### src/rtl/fan_timer_pkg.sv
// Shared definitions for the fan countdown timer: state encoding, centisecond
// ceiling and the elaboration-time preset value function.
package fan_timer_pkg;

    typedef enum logic [1:0] {
        ST_IDLE  = 2'd0,
        ST_RUN   = 2'd1,
        ST_PAUSE = 2'd2
    } state_e;

    localparam logic [6:0] CSEC_MAX = 7'd99;

    // Only ever called with constant arguments, so it folds to a constant table.
    function automatic int preset_value(input int k, input int step, input int max_sec);
        int v;
        v = (k + 1) * step;
        if (v > max_sec) begin
            v = max_sec;
        end
        return v;
    endfunction

endpackage

### src/rtl/fan_countdown_timer_prescaler.sv
// Divides the millisecond strobe down to one centisecond step; the step is
// asserted combinationally on the tick that completes the count.
module tick_prescaler #(
    parameter int TICKS_PER_CSEC = 10
) (
    input  logic i_clk,
    input  logic i_reset,
    input  logic i_clear,
    input  logic i_en,
    input  logic i_tick,
    output logic o_csec_step
);

    localparam int CW = (TICKS_PER_CSEC > 1) ? $clog2(TICKS_PER_CSEC) : 1;
    localparam logic [CW-1:0] LAST = CW'(TICKS_PER_CSEC - 1);

    logic [CW-1:0] cnt_q;
    logic [CW-1:0] cnt_d;
    logic          at_last;

    always_comb begin
        at_last = (cnt_q == LAST);
        cnt_d   = cnt_q;
        if (i_clear) begin
            cnt_d = '0;
        end else if (i_en && i_tick) begin
            cnt_d = at_last ? '0 : cnt_q + CW'(1);
        end
    end

    assign o_csec_step = i_en & i_tick & at_last;

    always_ff @(posedge i_clk) begin
        if (i_reset) begin
            cnt_q <= '0;
        end else begin
            cnt_q <= cnt_d;
        end
    end

endmodule

### src/rtl/fan_countdown_timer.sv
// Preset-loaded seconds/centiseconds countdown with pause, cancel and a
// one-cycle expiry pulse; drives the display digits and the fan enable.
module fan_countdown_timer
    import fan_timer_pkg::*;
#(
    parameter int NUM_PRESETS     = 3,
    parameter int PRESET_STEP_SEC = 10,
    parameter int MAX_SEC         = 99,
    parameter int SEC_W           = 7,
    parameter int TICKS_PER_CSEC  = 10
) (
    input  logic                   i_clk,
    input  logic                   i_reset,
    input  logic                   i_tick,
    input  logic [NUM_PRESETS-1:0] i_preset,
    input  logic                   i_pause_toggle,
    input  logic                   i_cancel,
    output logic [SEC_W-1:0]       o_sec,
    output logic [6:0]             o_csec,
    output logic [1:0]             o_state,
    output logic                   o_fan_en,
    output logic                   o_done
);

    logic [SEC_W-1:0] preset_tbl [NUM_PRESETS];
    logic [SEC_W-1:0] preset_sel;
    logic             any_preset;
    logic             presc_clear;
    logic             presc_en;
    logic             csec_step;

    state_e           state_q, state_d;
    logic [SEC_W-1:0] sec_q, sec_d;
    logic [6:0]       csec_q, csec_d;
    logic             fan_en_q, fan_en_d;
    logic             done_q, done_d;

    generate
        for (genvar gi = 0; gi < NUM_PRESETS; gi++) begin : g_preset
            assign preset_tbl[gi] = SEC_W'(preset_value(gi, PRESET_STEP_SEC, MAX_SEC));
        end
    endgenerate

    // Descending scan so the lowest set request index is the one that sticks.
    always_comb begin
        preset_sel = '0;
        for (int k = NUM_PRESETS - 1; k >= 0; k--) begin
            if (i_preset[k]) begin
                preset_sel = preset_tbl[k];
            end
        end
    end

    assign any_preset  = |i_preset;
    assign presc_clear = i_cancel | any_preset;
    assign presc_en    = (state_q == ST_RUN) & ~i_cancel & ~any_preset & ~i_pause_toggle;

    tick_prescaler #(
        .TICKS_PER_CSEC(TICKS_PER_CSEC)
    ) u_prescaler (
        .i_clk      (i_clk),
        .i_reset    (i_reset),
        .i_clear    (presc_clear),
        .i_en       (presc_en),
        .i_tick     (i_tick),
        .o_csec_step(csec_step)
    );

    always_comb begin
        state_d = state_q;
        sec_d   = sec_q;
        csec_d  = csec_q;
        done_d  = 1'b0;
        if (i_cancel) begin
            state_d = ST_IDLE;
            sec_d   = '0;
            csec_d  = '0;
        end else if (any_preset) begin
            state_d = ST_RUN;
            sec_d   = preset_sel;
            csec_d  = '0;
        end else if (i_pause_toggle) begin
            if (state_q == ST_RUN) begin
                state_d = ST_PAUSE;
            end else if (state_q == ST_PAUSE) begin
                state_d = ST_RUN;
            end
        end else if (csec_step) begin
            // csec<=1 also covers the zero-valued preset so it expires instead of wrapping.
            if (sec_q == '0 && csec_q <= 7'd1) begin
                state_d = ST_IDLE;
                csec_d  = '0;
                done_d  = 1'b1;
            end else if (csec_q == '0) begin
                csec_d = CSEC_MAX;
                sec_d  = sec_q - SEC_W'(1);
            end else begin
                csec_d = csec_q - 7'd1;
            end
        end
        fan_en_d = (state_d == ST_RUN);
    end

    always_ff @(posedge i_clk) begin
        if (i_reset) begin
            state_q  <= ST_IDLE;
            sec_q    <= '0;
            csec_q   <= '0;
            fan_en_q <= 1'b0;
            done_q   <= 1'b0;
        end else begin
            state_q  <= state_d;
            sec_q    <= sec_d;
            csec_q   <= csec_d;
            fan_en_q <= fan_en_d;
            done_q   <= done_d;
        end
    end

    assign o_sec    = sec_q;
    assign o_csec   = csec_q;
    assign o_state  = state_q;
    assign o_fan_en = fan_en_q;
    assign o_done   = done_q;

endmodule

### config.mk
export PLATFORM = sky130hd
export DESIGN_NAME = fan_countdown_timer
export DESIGN_NICKNAME = d
export VERILOG_FILES = /design/src/rtl/fan_timer_pkg.sv /design/src/rtl/fan_countdown_timer_prescaler.sv /design/src/rtl/fan_countdown_timer.sv
export SDC_FILE = /design/constraint.sdc
export NUM_CORES = 1
export LEC_CHECK = 0
export ABC_AREA = 1
export BUFFER_PORTS_ARGS = -buffer_cell sky130_fd_sc_hd__buf_2
export CAP_MARGIN = 15
export CELL_PAD_IN_SITES_DETAIL_PLACEMENT = 1
export CELL_PAD_IN_SITES_GLOBAL_PLACEMENT = 1
export CORE_ASPECT_RATIO = 1.4
export CORE_UTILIZATION = 38
export CTS_CLUSTER_SIZE = 24
export DETAILED_ROUTE_END_ITERATION = 10
export PLACE_DENSITY_LB_ADDON = 0.1
export SLEW_MARGIN = 5
export SYNTH_ARGS = -nofsm -noshare
export SYNTH_HDL_FRONTEND = slang
export SYNTH_SLANG_ARGS = --single-unit
### constraint.sdc
create_clock -name i_clk -period 2.1 [get_ports i_clk]
set_clock_uncertainty 0.15 [all_clocks]
set_input_delay 0.42 -clock i_clk [delete_from_list [all_inputs] [get_ports i_clk]]
set_output_delay 0.42 -clock i_clk [all_outputs]
set_load 0.02 [all_outputs]
# --- Word level (Yosys, flattened, before mapping) ---
# Cells that the tools add are included.
word_totals:
  word_cells: 58
  ram_bits: 0
  input_bits: 8
  rom_bits: 0
  regBits: 22
  output_inout_bits: 18
  latch_bits: 0
  mem_count: 0
op_classes:
  n_addsub: 3
  n_bitwise: 10
  div_mod_pow: 0
  eq_ne: 6
  shifts: 0
  order_cmp: 1
  n_mul: 0
  muxes: 19
  reduce_logical: 13
ops:
  columns: ["cell", "count"]
  rows:
  - ["2-to-1 mux 7 bit", 9]
  - ["logical NOT 7 bit", 2]
  - ["2-to-1 mux 2 bit", 7]
  - ["subtractor 7 x 1 -> 7 bit, second input constant", 2]
  - ["less-or-equal comparator 7 x 1 -> 1 bit, second input constant", 1]
  - ["OR reduction 7 bit", 1]
  - ["AND 1 bit", 5]
  - ["2-to-1 mux 5 bit", 1]
  - ["OR reduction 5 bit", 1]
  - ["adder 4 x 1 -> 4 bit, second input constant", 1]
  - ["== test 2 x 1 -> 1 bit, second input constant", 2]
  - ["== test 4 bit, second input constant", 1]
  - ["2-to-1 mux 4 bit", 1]
  - ["inverter 1 bit", 4]
  - ["AND reduction 4 bit", 1]
  - ["nonzero test 2 bit", 2]
  - ["OR reduction 2 bit", 2]
  - ["OR reduction 3 bit", 1]
  - ["== test 2 bit, second input constant", 1]
  - ["logical AND 1 bit", 2]
  - ["inequality test 2 x 1 -> 1 bit, second input constant", 1]
  - ["inequality test 2 bit, second input constant", 1]
  - ["AND reduction 2 bit", 1]
  - ["2-to-1 mux 1 bit", 1]
  - ["OR 1 bit", 1]

# --- Longest topological paths before layout ---
depth:
  word_depth: 11
  mapped_depth: 11
  mapped_depth_nobuf: 11

# --- Hierarchy ---
# From an unflattened synthesis, not the netlist that was laid out.
unflattened:
  cells_unflattened: 201
  area_unflattened_um2: 1411.4
by_module_without_submodules:
  columns: ["module", "area_each_um2", "cells_each", "instances", "seq_area_each_um2"]
  rows:
  - ["fan_countdown_timer", 1207.4, 171, 1, 360.3]
  - ["tick_prescaler", 203.9, 30, 1, 80.1]

# --- Worst setup path before layout ---
# No wires, ideal clock.
synth_timing:
  kind: "register to register"
  start: "reg sec_q[0], in the netlist o_sec[0]"
  end: "reg csec_q[0], in the netlist o_csec[0]"
  required_ns: 1.880
  arrival_time_ns: 1.375
  n_path_buf: 0
  stages_incl_launch_ff: 10
  path_slack_ns: 0.505
  setup_time_ns: 0.070
  synth_period_minus_slack_ns: 1.595
  path_cell_list: "dfxtp_1 -> inv_1 -> ha_1 -> nand2_1 -> nor2_1 -> nand3_2 -> inv_1 -> nor2_4 -> o21ai_0 -> a21oi_1"
synth_between:
  elab_chain_len: 3
synth_lines:
  columns: ["item", "line", "text"]
  rows:
  - ["start, declared", "fan_countdown_timer.sv:33", "logic [SEC_W-1:0] sec_q, sec_d;"]
  - ["start signal, assigned", "fan_countdown_timer.sv:107", "sec_q <= '0;"]
  - ["start signal, assigned", "fan_countdown_timer.sv:113", "sec_q <= sec_d;"]
  - ["logical NOT 7 bit", "fan_countdown_timer.sv:90", "if (sec_q == '0 && csec_q <= 7'd1) begin"]
  - ["logical AND 1 bit", "fan_countdown_timer.sv:90", null]
  - ["2-to-1 mux 7 bit", "fan_countdown_timer.sv:90", null]
  - ["end signal, assigned", "fan_countdown_timer.sv:114", "csec_q <= csec_d;"]
  - ["end, declared", "fan_countdown_timer.sv:34", "logic [6:0] csec_q, csec_d;"]
# Every way passes these cells.
# A chain may end at the register's enable or synchronous reset.

# --- Final worst setup path ---
layout_timing:
  start: "reg sec_q[0], in the netlist o_sec[0]"
  end: "reg csec_q[1], in the netlist o_csec[1]"
# Same word-level chain as after synthesis.

==> reports/results.ini <==
[yosys]
yosys.area_share.xor_xnor_pct = 1.84
synth_top_family_by_area = simple AND/OR/NAND/NOR gates
yosysWarningCount = 0
synth_compound_area_share_pct = 7.98
ys_types = 26
synth_fp_nets = 229
synth_fa_ha_area_share_pct = 4.38
ys_seq_area_share_pct = 30.9
syn_area_mm2 = 0.00143
synth-seq-cells = 22
synth_mux_area_share_pct = 0
syn_inst = 216
synth_area_per_cell_um2 = 6.61
synthSimpleGateAreaFrac_pct = 44.8

[worst_setup_path]
worstSetupStartpointType = flip-flop
worst-path-max-fanout = 6
worstPathCellList = inv_1 -> ha_1 -> nand2_1 -> nor2_1 -> nand3_2 -> inv_1 -> nor2_4 -> nand2_1 -> o22ai_1
cp.required_ns = 2.10
cp_slowest_cell = dfxtp_1
crit_type = flip-flop to flip-flop
max_stage_delay_ns = 0.34
endpoint_kind = flip-flop
r2r_setup_slack_ns = 0.39
cp.arrival_ns = 1.71

[die]
initial_core_util_pct = 39.5
rows = 26
ios = 26
die-area_mm2 = 0.00401
die-height_um = 74.5
fp.dieW_um = 53.8
core-area_mm2 = 0.00361

[drt]
drt-total-wl_um = 3620
drtIter0Drc = 21
vias_per_cell = 4.91
vias = 1410
drc = 0
drt.antenna.violating_nets = 0
dr.pass1.iters = 4
post_drt_wl_per_cell_um = 12.6

[sta]
drv_slew = 0
setup_violations = 0
relSlewSlack_pct = 82.6
rsz0062_at_grt = false
fin_crit_sh_pct = 81.5
hold-worst-slack_ns = 0.230
hold_violations = 0
fin_tns_setup_ns = 0
clock.fmax_mhz = 584
min_period_ns = 1.71
worst_pin_slew_ns = 0.258

[layout]
final.fill_count = 506
drive_gt1_share_pct = 22.0
diodes = 0
fin_nets = 259
syn2layout_area_growth_pct = 16.3

[global_route]
use_met2_pct = 39.6
grt_antenna_before_repair = 0
grt_max_degree = 13
grt_pass1_vias = 1421
grt_pass1_wl_um = 6200
track_usage_pct = 20.9
met1_usage_pct = 23.9
gr-total-overflow = 0
grtUsageMet3_pct = 1.84
grt_busiest_layer = met2

[placement]
portBuffers = 25
place_congestion = 0.805
dp_hpwl_um = 3010

[clocking]
root_buffer = clkbuf_8
numCtsBuffers = 3
clk_latency_ns = 0.26
cts_setup_buffers = 0
cts.sinks = 22
cts_max_level = 1
clock_path_buffers = 2
cts_tree = built
ctsResizeCount = 0
clk_pin_slew_ns = 0.09
hold_buffers = 0

[power_and_ir_drop]
power_density_mw_per_mm2 = 519
leakage_nw = 0.822
irDropWorstVdd_v = 0.000292

[flow_run]
max_cap_violations = 0

[status]
status = complete, no violations

[hold_path]
min_path_type = input port to flip-flop

metal layers:
metal	vias up	part of all wire, %
met3	2	2.2
met1	655	44
met2	18	53
met5	-	0
li1	735	-
met4	0	0.69
power by group:
group | leakage (nW) | total (W) | internal (W) | switching (W)
registers | 0.178 | 0.000429 | 0.000423 | 0.00000611
clock network | 0.0288 | 0.000313 | 0.000167 | 0.000146
logic | 0.615 | 0.000119 | 0.0000398 | 0.0000792
cell type report:
type / instances / area [um2] / share of cell area [%]
multi-input combinational: 157 / 842 / 50.7
clock buffer: 4 / 55.1 / 3.32
inverter: 37 / 145 / 8.74
tap: 42 / 52.6 / 3.17
sequential: 22 / 440 / 26.5
timing repair buffer: 25 / 125 / 7.54
cells by family (layout without fill, tap and decap cells):
family                     count (synthesis)  count (layout)
and+or+nand+nor                          127             127
xor gates and xnor gates                   3               3
DFF                                       22              22
adders and majority gates                  5               5
buffers and inverters                     37              66
AOI/OAI and AO/OA                         22              22
placed cells by master, fill, tap and decap left out, types with 4 or more instances in the layout:
cell | synthesis | routed
buf_2 | 0 | 25
a21oi_1 | 6 | 6
dfxtp_1 | 22 | 22
nor2_1 | 33 | 33
nand4_1 | 6 | 6
o21ai_0 | 12 | 12
clkbuf_8 | 0 | 4
nand2_1 | 52 | 52
inv_1 | 31 | 31
nor2_2 | 7 | 7
nand3_1 | 12 | 12
ha_1 | 5 | 5
path summary, 6_finish.rpt:
path / start / end / depth (start not counted)
hold reg to reg: u_prescaler.cnt_q[0]$_SDFFE_PP0N_ / u_prescaler.cnt_q[0]$_SDFFE_PP0N_ / 2
hold / removal: i_reset / o_state[1]$_SDFF_PP0_ / 2
setup reg to reg: o_sec[0]$_SDFFE_PP0P_ / o_csec[1]$_SDFFE_PP0P_ / 9
setup / recovery: o_sec[0]$_SDFFE_PP0P_ / o_csec[1]$_SDFFE_PP0P_ / 9
cells in the mapped netlist:
cell type,n,area share [%]
nor2_8,2,2.8
nand4_1,6,2.6
o22ai_1,2,0.88
inv_1,31,8.2
clkinv_2,1,0.35
nand3_4,2,2.5
nor2_1,33,8.7
o21ai_0,12,4.2
nor2_4,2,1.6
dfxtp_1,22,31
nand3_2,2,1.4
nor3_2,1,0.70
nor2_2,7,3.1
o21ai_1,1,0.35
ha_1,5,4.4
nor3_1,3,1.1
nand3_1,12,4.2
a31oi_1,1,0.44
nand2_2,2,0.88
a21oi_1,6,2.1
nor4_1,2,0.88
inv_2,3,0.79
nand2_1,52,14
nand2_4,1,0.79
xor2_1,3,1.8
inv_4,2,0.88
through the flow:
| step | area (um2) | utilization (%) | std cells | total power, W | setup WS, ns |
|---|---|---|---|---|---|
| 3_3_place_gp | 1610 | 44.5 | 283 | 0.000559 | 0.333 |
| 2_1_floorplan | 1430 | - | 216 | 0.000524 | 0.505 |
| 4_1_cts | 1660 | 46.0 | 287 | 0.000876 | 0.367 |
| 6_report | 1660 | 46.0 | 287 | 0.000862 | 0.388 |
| 5_1_grt | 1660 | 46.0 | 287 | 0.000911 | 0.202 |
| 3_5_place_dp | 1610 | 44.5 | 283 | 0.000560 | 0.319 |
worst max-delay path: cells and delay by family, from the launching register on:
| kind | cells | cell delay, ns |
|---|---|---|
| compound gates | 1 | 0.08 |
| fa+ha+maj | 1 | 0.23 |
| flops | 1 | 0.34 |
| buf+inv | 2 | 0.30 |
| simple gates | 5 | 0.49 |
registers in the layout (all words and copies together), names as in the netlist:
signal and flops:
o_fan_en 1, o_done 1, o_state 2, o_csec 7, o_sec 7, u_prescaler.cnt_q 4
(Power assumes the default switching activity.)
